**src/rtl/seq_det_arbiter_pkg.sv**
```systemverilog
// Shared definitions for the serial pattern-detector front end:
// one-hot controller states and the default word geometry.
package seq_det_arbiter_pkg;

  typedef enum logic [3:0] {
    ST_IDLE  = 4'b0001,
    ST_SHIFT = 4'b0010,
    ST_FLUSH = 4'b0100,
    ST_CHECK = 4'b1000
  } state_e;

  localparam int DEF_WIDTH     = 8;
  localparam int DEF_FLUSH_CYC = 1;

endpackage

```
**src/rtl/seq_det_arbiter_rr.sv**
```systemverilog
// Combinational round-robin picker: first eligible request at or above
// the pointer, wrapping at N_REQ. Masked channels are never eligible.
module rr_arbiter #(
  parameter int N_REQ = 4,
  parameter int IDX_W = $clog2(N_REQ)
) (
  input  logic [N_REQ-1:0] req_i,
  input  logic [N_REQ-1:0] mask_i,
  input  logic [IDX_W-1:0] ptr_i,
  output logic [N_REQ-1:0] gnt_o,
  output logic [IDX_W-1:0] idx_o,
  output logic             any_o
);

  logic [N_REQ-1:0] eligible;

  genvar gi;
  generate
    for (gi = 0; gi < N_REQ; gi++) begin : g_elig
      assign eligible[gi] = req_i[gi] & ~mask_i[gi];
    end
  endgenerate

  always_comb begin
    gnt_o = '0;
    idx_o = '0;
    any_o = 1'b0;
    for (int k = 0; k < N_REQ; k++) begin : g_search
      int cand;
      logic [IDX_W-1:0] cand_idx;
      cand = int'(ptr_i) + k;
      if (cand >= N_REQ) cand = cand - N_REQ;
      cand_idx = IDX_W'(cand);
      if (!any_o && eligible[cand_idx]) begin
        any_o           = 1'b1;
        idx_o           = cand_idx;
        gnt_o[cand_idx] = 1'b1;
      end
    end
  end

endmodule

```
**src/rtl/seq_det_arbiter.sv**
```systemverilog
// Time-shares one serial pattern detector between N_REQ requesters: grants
// round-robin, clears the detector, shifts the word MSB-first, reports the flag.
module seq_det_arbiter
  import seq_det_arbiter_pkg::*;
#(
  parameter int N_REQ     = 4,
  parameter int WIDTH     = DEF_WIDTH,
  parameter int FLUSH_CYC = DEF_FLUSH_CYC,
  parameter int IDX_W     = $clog2(N_REQ)
) (
  input  logic                   clk,
  input  logic                   rst,
  input  logic [N_REQ-1:0]       req,
  input  logic [N_REQ*WIDTH-1:0] data,
  output logic [N_REQ-1:0]       gnt,
  output logic                   busy,
  output logic                   done,
  output logic                   match,
  output logic [IDX_W-1:0]       match_ch,
  output logic                   det_din,
  output logic                   det_rst,
  input  logic                   det_flag
);

  localparam int BIT_W = (WIDTH > 1) ? $clog2(WIDTH) : 1;
  localparam int FL_W  = (FLUSH_CYC > 1) ? $clog2(FLUSH_CYC) : 1;
  localparam logic [BIT_W-1:0] LAST_BIT   = BIT_W'(WIDTH - 1);
  localparam logic [FL_W-1:0]  LAST_FLUSH = FL_W'(FLUSH_CYC - 1);
  localparam logic [IDX_W-1:0] LAST_CH    = IDX_W'(N_REQ - 1);

  state_e             state_q, state_d;
  logic [WIDTH-1:0]   shreg_q, shreg_d;
  logic [BIT_W-1:0]   bit_cnt_q, bit_cnt_d;
  logic [FL_W-1:0]    flush_cnt_q, flush_cnt_d;
  logic [IDX_W-1:0]   ptr_q, ptr_d;
  logic [IDX_W-1:0]   win_q, win_d;
  logic [N_REQ-1:0]   gnt_q, gnt_d;
  logic               busy_q, busy_d;
  logic               done_q, done_d;
  logic               match_q, match_d;
  logic [IDX_W-1:0]   match_ch_q, match_ch_d;
  logic               det_rst_q, det_rst_d;

  logic [N_REQ-1:0]   done_mask;
  logic [N_REQ-1:0]   arb_gnt;
  logic [IDX_W-1:0]   arb_idx;
  logic               arb_any;

  // The channel finishing this cycle still has req high; keep it from being re-granted.
  genvar gi;
  generate
    for (gi = 0; gi < N_REQ; gi++) begin : g_mask
      assign done_mask[gi] = done_q && (match_ch_q == IDX_W'(gi));
    end
  endgenerate

  rr_arbiter #(
    .N_REQ (N_REQ),
    .IDX_W (IDX_W)
  ) u_arb (
    .req_i  (req),
    .mask_i (done_mask),
    .ptr_i  (ptr_q),
    .gnt_o  (arb_gnt),
    .idx_o  (arb_idx),
    .any_o  (arb_any)
  );

  always_ff @(posedge clk or posedge rst) begin
    if (rst) begin
      state_q     <= ST_IDLE;
      shreg_q     <= '0;
      bit_cnt_q   <= '0;
      flush_cnt_q <= '0;
      ptr_q       <= '0;
      win_q       <= '0;
      gnt_q       <= '0;
      busy_q      <= 1'b0;
      done_q      <= 1'b0;
      match_q     <= 1'b0;
      match_ch_q  <= '0;
      det_rst_q   <= 1'b1;
    end else begin
      state_q     <= state_d;
      shreg_q     <= shreg_d;
      bit_cnt_q   <= bit_cnt_d;
      flush_cnt_q <= flush_cnt_d;
      ptr_q       <= ptr_d;
      win_q       <= win_d;
      gnt_q       <= gnt_d;
      busy_q      <= busy_d;
      done_q      <= done_d;
      match_q     <= match_d;
      match_ch_q  <= match_ch_d;
      det_rst_q   <= det_rst_d;
    end
  end

  always_comb begin
    state_d = state_q;
    unique case (state_q)
      ST_IDLE:  if (arb_any) state_d = ST_SHIFT;
      ST_SHIFT: if (bit_cnt_q == LAST_BIT) state_d = ST_FLUSH;
      ST_FLUSH: if (flush_cnt_q == LAST_FLUSH) state_d = ST_CHECK;
      ST_CHECK: state_d = ST_IDLE;
      default:  state_d = ST_IDLE;
    endcase
  end

  always_comb begin
    shreg_d     = shreg_q;
    bit_cnt_d   = bit_cnt_q;
    flush_cnt_d = flush_cnt_q;
    ptr_d       = ptr_q;
    win_d       = win_q;
    gnt_d       = gnt_q;
    busy_d      = busy_q;
    done_d      = 1'b0;
    match_d     = match_q;
    match_ch_d  = match_ch_q;
    det_rst_d   = det_rst_q;
    det_din     = (state_q == ST_SHIFT) && shreg_q[WIDTH-1];
    unique case (state_q)
      ST_IDLE: begin
        if (arb_any) begin
          shreg_d     = data[int'(arb_idx)*WIDTH +: WIDTH];
          gnt_d       = arb_gnt;
          win_d       = arb_idx;
          busy_d      = 1'b1;
          det_rst_d   = 1'b0;
          bit_cnt_d   = '0;
          flush_cnt_d = '0;
        end
      end
      ST_SHIFT: begin
        shreg_d   = {shreg_q[WIDTH-2:0], 1'b0};
        bit_cnt_d = bit_cnt_q + BIT_W'(1);
      end
      ST_FLUSH: begin
        flush_cnt_d = flush_cnt_q + FL_W'(1);
      end
      ST_CHECK: begin
        match_d    = det_flag;
        match_ch_d = win_q;
        done_d     = 1'b1;
        gnt_d      = '0;
        busy_d     = 1'b0;
        det_rst_d  = 1'b1;
        ptr_d      = (win_q == LAST_CH) ? '0 : win_q + IDX_W'(1);
      end
      default: ;
    endcase
  end

  assign gnt      = gnt_q;
  assign busy     = busy_q;
  assign done     = done_q;
  assign match    = match_q;
  assign match_ch = match_ch_q;
  assign det_rst  = det_rst_q;

endmodule

```
**config.mk**
```make
export PLATFORM = sky130hd
export DESIGN_NAME = seq_det_arbiter
export DESIGN_NICKNAME = d
export VERILOG_FILES = /design/src/rtl/seq_det_arbiter_pkg.sv /design/src/rtl/seq_det_arbiter_rr.sv /design/src/rtl/seq_det_arbiter.sv
export SDC_FILE = /design/constraint.sdc
export NUM_CORES = 1
export LEC_CHECK = 0
export CAP_MARGIN = 20
export CORE_MARGIN = 10
export CORE_UTILIZATION = 50
export DETAILED_ROUTE_END_ITERATION = 10
export PLACE_DENSITY = 0.9
export SKIP_CTS_REPAIR_TIMING = 1
export SLEW_MARGIN = 10
export SYNTH_ARGS = -nofsm -noshare
export SYNTH_HDL_FRONTEND = slang
export SYNTH_SLANG_ARGS = --single-unit
```
**constraint.sdc**
```tcl
create_clock -name clk -period 2.9 [get_ports clk]
set_input_delay 0.29 -clock clk [delete_from_list [all_inputs] [get_ports clk]]
set_output_delay 0.29 -clock clk [all_outputs]
set_load 0.02 [all_outputs]
```
* Word-level counts from Yosys, hierarchy flattened
Index checks and enable logic that the tools add are counted.
Widths: inputs -> output; s select.
** Storage, ports and cells
- Register bits after elaboration :: 30
- Input bits :: 39
- Output and inout bits :: 11
- Word-level logic and storage cells :: 131
** Cells by class
- $add $sub $neg :: 10
- Magnitude comparators :: 12
- Equality and inequality tests :: 12
- Shift-type cells :: 1
- Multiplexer cells :: 49
- Bitwise logic cells :: 11
- Reduce and logical (&&, ||, !) cells :: 24
** Operators by type and width (number)
- $mux 4 :: 8
- $shiftx 32x6->8 :: 1
- $mux 2 :: 9
- $pmux 8 s2 :: 1
- $mux 1 :: 15
- $logic_and 1x1->1 :: 12
- $lt 2x3->1 const B :: 4
- $or 4x4->4 :: 3
- $pmux 4 s3 :: 1
- $ge 3x3->1 const B :: 3
- $bmux 1 s2 :: 4
- $demux 1 s2 :: 4
- $ge 2x1->1 const B :: 4
- $mux 8 :: 1
- $pmux 4 s2 :: 1
- $reduce_and 2->1 :: 4
- $sub 2x1->2 const B :: 4
- $add 2x2->3 const B :: 2
- $eq 2x2->1 const B :: 3
- $ne 2x2->1 const B :: 3
- $pmux 1 s2 :: 3
- $pmux 3 s2 :: 1
- $reduce_bool 2->1 :: 3
- $and 1x1->1 :: 4
- 16 further kinds :: 21

* Longest topological paths before layout
Gate-level depths: netlist of the first run.
- Depth after elaboration :: 19
- Depth in mapped cells :: 10
- Mapped depth without buffers :: 8

* Modules after synthesis
Synthesis of the first run repeated with hierarchy kept, for this count alone.
** Unflattened totals
- Cell total of the unflattened synthesis :: 208
- Area total of the unflattened synthesis :: 2213.4 µm²
** Modules (own cells, without submodules)
- seq_det_arbiter :: instances 1, cells an instance 132, area an instance 1532.7 µm², seq. area each 753.2 µm²
- rr_arbiter :: instances 1, cells an instance 76, area an instance 680.7 µm², seq. area each 0.0 µm²

* Worst setup path after synthesis of the first run
Ideal clock, no wire load.
- Kind :: flip-flop to flip-flop
- From :: reg ptr_q[0]
- To :: reg shreg_q[3]
- Setup time :: 0.094 ns
- Arrival :: 2.487 ns
- Data required time :: 2.806 ns
- Path slack :: 0.319 ns
- Stages on the path, launching flop included :: 10
- Buffers on the path :: 2
- Clock period less this slack :: 2.581 ns
- Cells stage by stage :: dfrtp_1 -> buf_6 -> inv_1 -> ha_1 -> or3_4 -> a211oi_4 -> o32a_1 -> buf_6 -> mux2_2 -> a211oi_1
** On the way
- Word-level cells in the longest chain between the ends :: 17
- Elaborated cells on any way between the ends :: 42
- Classes of those cells :: 7 x add/sub; 4 x order compare; 1 x eq/ne; 1 x shift; 22 x mux; 7 x reduce/logical
** RTL lines
- start: declaration :: line seq_det_arbiter.sv:35 : logic [IDX_W-1:0] ptr_q, ptr_d;
- start signal: assignment :: line seq_det_arbiter.sv:88 : ptr_q <= ptr_d;
- parallel branches: the longest is 17 deep, another holds $add 2x1->3
- end signal: assignment :: line seq_det_arbiter.sv:85 : shreg_q <= shreg_d;
- end: declaration :: line seq_det_arbiter.sv:32 : logic [WIDTH-1:0] shreg_q, shreg_d;
Parallel ways; which one is timed is not known. The select of a mux whose other input is x is not followed.
A chain may end at the register's enable or synchronous reset.

* Worst setup path after layout of the first run
Same ends and word-level chain as after synthesis.

==> flow_summary.toml, run 1 <==
[clocking]
clock_tree_from_tritoncts = "built"
cts.sink_count = 30
worst_setup_hold_path_clk_slew_ns = 0.07
cts_max_level = 2
clock_insertion_delay_worst_skew_ns = 0.28
cts.path.max_buffers = 2
cts_made_buffers = 5
cts_root_buffer = "clkbuf_8"

[synthesis]
synth-main-ff-cell = "dfrtp_1"
post_synth_instance_area_sq_um = 2080
seq_area_frac_synth = 0.362
syn-instance-count = 217
yosysWarningCount = 0
postSynth.asyncResetShare = 1.00
synth_cell_types = 49
synth-seq-cells = 30
syn_nets = 267
synth.avg_cell_area_sq_um = 9.59
synth_edf_count = 0

[sta]
achievable-frequency_ghz = 0.371
final.hold.worst_slack_ns = 0.383
setup-tns-final_ns = 0
final_period_minus_worst_setup_slack_ns = 2.70
unrepaired_setup_endpoints_after_global_routing = "false"
slew-limit-headroom = 0.669
tightest_pin_transition_ns = 0.495
post-route-period-util = 0.930
report.final.hold_viol_count = 0
final_max_slew_viol_count = 0
finalSetupViolations = 0
finClkSkew_ns = 0.0112

[global_routing]
gr-total-overflow = 0
grt_max_degree = 31
initial_antenna_violation_count = 0
global_route.usage.total = 0.150
first_global_vias = 1846
grt_first_pass_wirelength_mm = 8.96

[critical_path]
crit_start = "ptr_q[0]"
critical_path.endpoint_type = "flip-flop"
worst-path-max-fanout = 17
crit_cells = 8
max_stage_delay_on_crit_path_ns = 0.49
worst-endpoint-arrival_ns = 2.89
rr_worst_depth = 8
timing.critical_path.cells = "inv_1 > ha_1 > or3_4 > a211oi_4 > o32a_1 > buf_12 > mux2_2 > a211oi_1"
worstPathBufferInverterCount = 2
criticalPathCategory = "reg2reg"
crit_family = "compound AO/OA/AOI/OAI gates"
setup.worst_path.start_class = "flip-flop"
cpMaxStageDelayCell = "dfrtp_2"
timing.critical_path.required_ns = 3.09
reg2reg_from = "ptr_q[0]"

[finish]
n_fill_cell = 320
fin_area_sq_um = 2710
antenna-diode-count = 0
final_nets = 318
area_delta_synth_final_pct = 30.0
final_layout_size_suffix_gt1_frac = 0.190
final_common_cell = "clkdlybuf4s50_1"
final_cell_mix = "49 x clkdlybuf4s50_1, 37 x nand2_1, 27 x dfrtp_1"

[status]
status = "complete, no violations"

[power_and_ir_drop]
p_leak_nw = 1.15
powerDensity_nw_per_um2 = 698
ir_drop_v = 0.000426

[detailed_routing]
routed_wire_length_per_instance_microns = 17.0
drc = 0
drt-initial-drc-count = 98
viasPerCell = 5.69
route.vias.total = 1814
total_detailed_routing_wirelength_mm = 5.43
ant_nets_after_route = 0
drt_pre_antenna_iters = 4

[floorplanning]
die_height_microns = 84.5
number_of_top_level_pins = 50
start_util = 0.517
core_sq_um = 4030
die_area_sq_um = 7150
die-width_microns = 84.5
placement_rows = 23

[placed_design]
placed_cell_area_sq_um = 2620
port-buffer-count = 49
dp_hpwl_mm = 4.24
gp_congestion = 0.871

[job]
maxCapViolations = 0

[hold_path]
min-delay-path-class = "in2async"
power breakdown:
part | switching [mW] | internal, mW | total [mW]
Combinational | 0.452 | 0.449 | 0.901
Sequential | 0.101 | 0.560 | 0.660
Clock | 0.162 | 0.166 | 0.328
synth_stat cells (2+ instances only):
cell type / instances / area (sq um)
nand2_1: 37 / 139
dfrtp_1: 28 / 701
nor3_1: 16 / 80.1
mux2_2: 12 / 135
mux2i_1: 12 / 120
ha_1: 11 / 138
a21oi_1: 7 / 35.0
and3_1: 7 / 43.8
clkbuf_1: 6 / 22.5
inv_1: 6 / 22.5
nor2_1: 6 / 22.5
o21ai_0: 6 / 30.0
a211oi_2: 5 / 62.6
a222oi_1: 4 / 40.0
a31o_2: 4 / 35.0
nand3_1: 4 / 20.0
buf_2: 3 / 15.0
nor4_1: 3 / 18.8
a211oi_1: 2 / 15.0
a21oi_2: 2 / 17.5
and2_1: 2 / 12.5
buf_4: 2 / 15.0
buf_6: 2 / 22.5
dfstp_2: 2 / 52.6
nor2b_1: 2 / 12.5
o21a_1: 2 / 15.0
or3_1: 2 / 12.5
worst min-delay path, stage by stage:
cell             delay (ns)
clkdlybuf4s50_1        0.39
inv_1                  0.05
buf_4                  0.35
final timing paths:
kind	end	slack, ns
worst max register to register	shreg_q[3]	0.20
worst min-delay path	shreg_q[2]	0.38
max in group asynchronous	det_rst	2.19
worst max-delay path	shreg_q[3]	0.20
worst min register to register	state_q[3]	0.47
min in group clk	state_q[3]	0.47
cells by family after synthesis:
| family | after synthesis | synth area share |
|---|---|---|
| compound gates | 45 | 0.187 |
| flops | 30 | 0.362 |
| simple gates | 84 | 0.192 |
| fa+ha+maj | 11 | 0.0661 |
| xor+xnor | 2 | 0.0120 |
| buf+inv | 21 | 0.0583 |
| mux | 24 | 0.123 |
through the flow:
step | utilization | setup WS (ns) | instances | power, mW
6_report | 0.672 | 0.203 | 319 | 1.89
2_1_floorplan | - | 0.319 | 217 | 1.29
3_3_place_gp | 0.651 | 0.202 | 311 | 1.52
5_1_grt | 0.672 | 0.0973 | 319 | 2.03
4_1_cts | 0.672 | 0.0867 | 319 | 1.90
3_5_place_dp | 0.651 | 0.0772 | 311 | 1.57
flip-flops by register name (all words and copies together), names as in the netlist:
register     cells
bit_cnt_q        3
busy             1
det_rst          1
done             1
flush_cnt_q      1
gnt              4
match            1
match_ch         2
ptr_q            2
shreg_q          8
state_q          4
win_q            2
cell type report:
class,count,area [sq um],share of cell area
tap,50,62.6,0.0231
inverter,6,22.5,0.00832
clock buffer,6,72.6,0.0268
timing repair buffer,59,578,0.213
clock inverter,2,10.0,0.00370
sequential,30,754,0.279
multi-input combinational,166,1210,0.446
metal layers:
| layer | wire length (microns) | GRT usage | vias up | part of all wire |
|---|---|---|---|---|
| met4 | 172 | 0.0629 | 0 | 0.032 |
| li1 | - | - | 894 | - |
| met2 | 2950 | 0.275 | 49 | 0.54 |
| met5 | 0 | 0 | - | 0 |
| met1 | 2090 | 0.158 | 857 | 0.38 |
| met3 | 220 | 0.0348 | 14 | 0.041 |
No activity file was read; power rests on OpenSTA's default activity.
==> inputs of run 2 (changes only) <==
--- a/config.mk
+++ b/config.mk
@@ -7,9 +7,9 @@
 export LEC_CHECK = 0
 export CAP_MARGIN = 20
 export CORE_MARGIN = 10
-export CORE_UTILIZATION = 50
+export CORE_UTILIZATION = 30
 export DETAILED_ROUTE_END_ITERATION = 10
-export PLACE_DENSITY = 0.9
+export PLACE_DENSITY = 0.63
 export SKIP_CTS_REPAIR_TIMING = 1
 export SLEW_MARGIN = 10
 export SYNTH_ARGS = -nofsm -noshare
==> constraint.sdc (replaced) <==
create_clock -name clk -period 3.2 [get_ports clk]
set_input_delay 0.32 -clock clk [delete_from_list [all_inputs] [get_ports clk]]
set_output_delay 0.32 -clock clk [all_outputs]
set_load 0.02 [all_outputs]
==> run 2 against run 1 <==
Compared with the run above: fmax decreased by 7.9%; clock power fell by 4%; hold slack improved by 0.033 ns; sequential cell count unchanged; combinational power fell by 7.2%; worst setup slack improved by 0.070 ns; register-to-register slack improved by 0.07 ns; routed wire length down 6.9%; utilization fell by 26 points; total power shrank 7.6%; clock skew shrank 0.0032 ns; non-clock buffer count is the same; critical path type unchanged; largest cell class unchanged.
==> flow_summary.toml, run 2 (synthesis gave the netlist of run 1 again) <==
[finish]
multi_input_logic_area_sq_um = 1210
register_area_sq_um = 753
final_common_cell = "clkdlybuf4s50_1"
antenna-diode-count = 0
largest_register_ffs = 8
final_layout_size_suffix_gt1_frac = 0.186
post-route-util = 0.409
area_delta_synth_final_pct = 32.8
n_fill_cell = 675
regMostFlops = "shreg_q"
final_cell_mix = "49 x clkdlybuf4s50_1, 37 x nand2_1, 28 x dfrtp_1"
final_nets = 318

[floorplanning]
die_area_sq_um = 10700
number_of_top_level_pins = 50
die_height_microns = 103
start_util = 0.308
placement_rows = 30
core_sq_um = 6760
die-width_microns = 103

[sta]
setup-tns-final_ns = 0
final_max_slew_viol_count = 0
unrepaired_setup_endpoints_after_global_routing = "false"
final_period_minus_worst_setup_slack_ns = 2.93
report.final.hold_viol_count = 0
finClkSkew_ns = 0.00793
slew-limit-headroom = 0.641
finalSetupViolations = 0
post-route-period-util = 0.915
tightest_pin_transition_ns = 0.538
achievable-frequency_ghz = 0.342
final.hold.worst_slack_ns = 0.416

[global_routing]
global_route.usage.total = 0.0996
first_global_vias = 1884
grt_max_degree = 31
gr-total-overflow = 0
initial_antenna_violation_count = 0
grt_first_pass_wirelength_mm = 8.54

[critical_path]
timing.critical_path.cells = "inv_1 > ha_1 > or3_4 > a211oi_4 > o32a_1 > buf_4 > mux2_2 > a211oi_1"
worst-endpoint-arrival_ns = 3.12
cpMaxStageDelayCell = "dfrtp_1"
worst-path-max-fanout = 17
timing.critical_path.required_ns = 3.40
crit_cells = 8
rr_worst_depth = 8
criticalPathCategory = "reg2reg"
critical_path.endpoint_type = "flip-flop"
worstPathBufferInverterCount = 2
setup.worst_path.start_class = "flip-flop"
max_stage_delay_on_crit_path_ns = 0.53
crit_family = "compound AO/OA/AOI/OAI gates"

[placed_design]
dp_hpwl_mm = 3.84
port-buffer-count = 49
gp_congestion = 0.784

[detailed_routing]
route.vias.total = 1790
routed_wire_length_per_instance_microns = 14.5
total_detailed_routing_wirelength_mm = 5.06
drc = 0
viasPerCell = 5.13
ant_nets_after_route = 0
drt_pre_antenna_iters = 4
drt-initial-drc-count = 62

[power_and_ir_drop]
ir_drop_v = 0.000245
p_comb_frac = 0.479
switching_power_uw = 630
powerDensity_nw_per_um2 = 631
p_clk_frac = 0.180
total_power_mw = 1.75
p_leak_nw = 1.16
sw_frac_of_total = 0.361
share_seq_of_total_power = 0.341
internal_portion_of_total_power_mw = 1.12

[clocking]
clock_tree_from_tritoncts = "built"
cts.sink_count = 30
clock_insertion_delay_worst_skew_ns = 0.28
cts_max_level = 2
cts_root_buffer = "clkbuf_8"
cts.path.max_buffers = 2
cts_made_buffers = 5
worst_setup_hold_path_clk_slew_ns = 0.06

[hold_path]
min-delay-path-class = "in2async"

[job]
maxCapViolations = 0

[status]
status = "complete, no violations"
## run 2: cell types whose count changed in the layout (fill, tap and decap cells not counted)
cell / before / now
dfrtp_2: 1 / 0
buf_4: 9 / 8
dfrtp_1: 27 / 28
clkbuf_8: 5 / 6
clkinv_2: 2 / 1
buf_12: 1 / 2
## run 2: worst register-to-register path: cells and delay by family (launching register included)
kind	cells	cell delay, ns
AOI/OAI and AO/OA	3	0.70
adders and majority gates	1	0.38
buffers and inverters	2	0.44
DFF	1	0.53
muxes	1	0.38
and+or+nand+nor	1	0.42
## run 2: layer usage
layer  vias up  part of all wire  GRT usage
li1        888                 -          -
met1       848              0.42      0.114
met2        45              0.48      0.164
met3         9             0.081     0.0432
met4         0             0.016     0.0321
met5         -                 0          0
## run 2: final timing paths
check / from / end / slack, ns
max: ptr_q[0] / shreg_q[3] / 0.27
min: rst / busy / 0.42
max reg2reg: ptr_q[0] / shreg_q[3] / 0.27
min reg2reg: det_rst / det_rst / 0.46
max in group asynchronous: rst / det_rst / 2.46
min in group clk: det_rst / det_rst / 0.46
## run 2: stage by stage
| step | instance area [sq um] | std cells | setup slack, ns |
|---|---|---|---|
| after global routing | 2770 | 349 | 0.0645 |
| after detailed placement | 2670 | 341 | 0.287 |
| after global placement | 2670 | 341 | 0.358 |
| after CTS | 2770 | 349 | 0.270 |
| after floorplan | 2080 | 217 | 0.619 |
| final | 2770 | 349 | 0.273 |
## run 2: power by group through the flow
stage	Combinational [mW]	Sequential (mW)	Clock [mW]
finish	0.836	0.596	0.315
global route	0.935	0.613	0.346
CTS	0.849	0.596	0.327
detailed placement	0.845	0.601	0
global placement	0.828	0.599	0
floorplan	0.580	0.590	0
## run 2: cell type report
| cell class | count | share of cell area |
|---|---|---|
| Tap cell | 80 | 0.0362 |
| Timing Repair Buffer | 59 | 0.214 |
| Clock buffer | 7 | 0.0312 |
| Inverter | 6 | 0.00814 |
| Multi-Input combinational cell | 166 | 0.437 |
| Sequential cell | 30 | 0.272 |
| Clock inverter | 1 | 0.00181 |
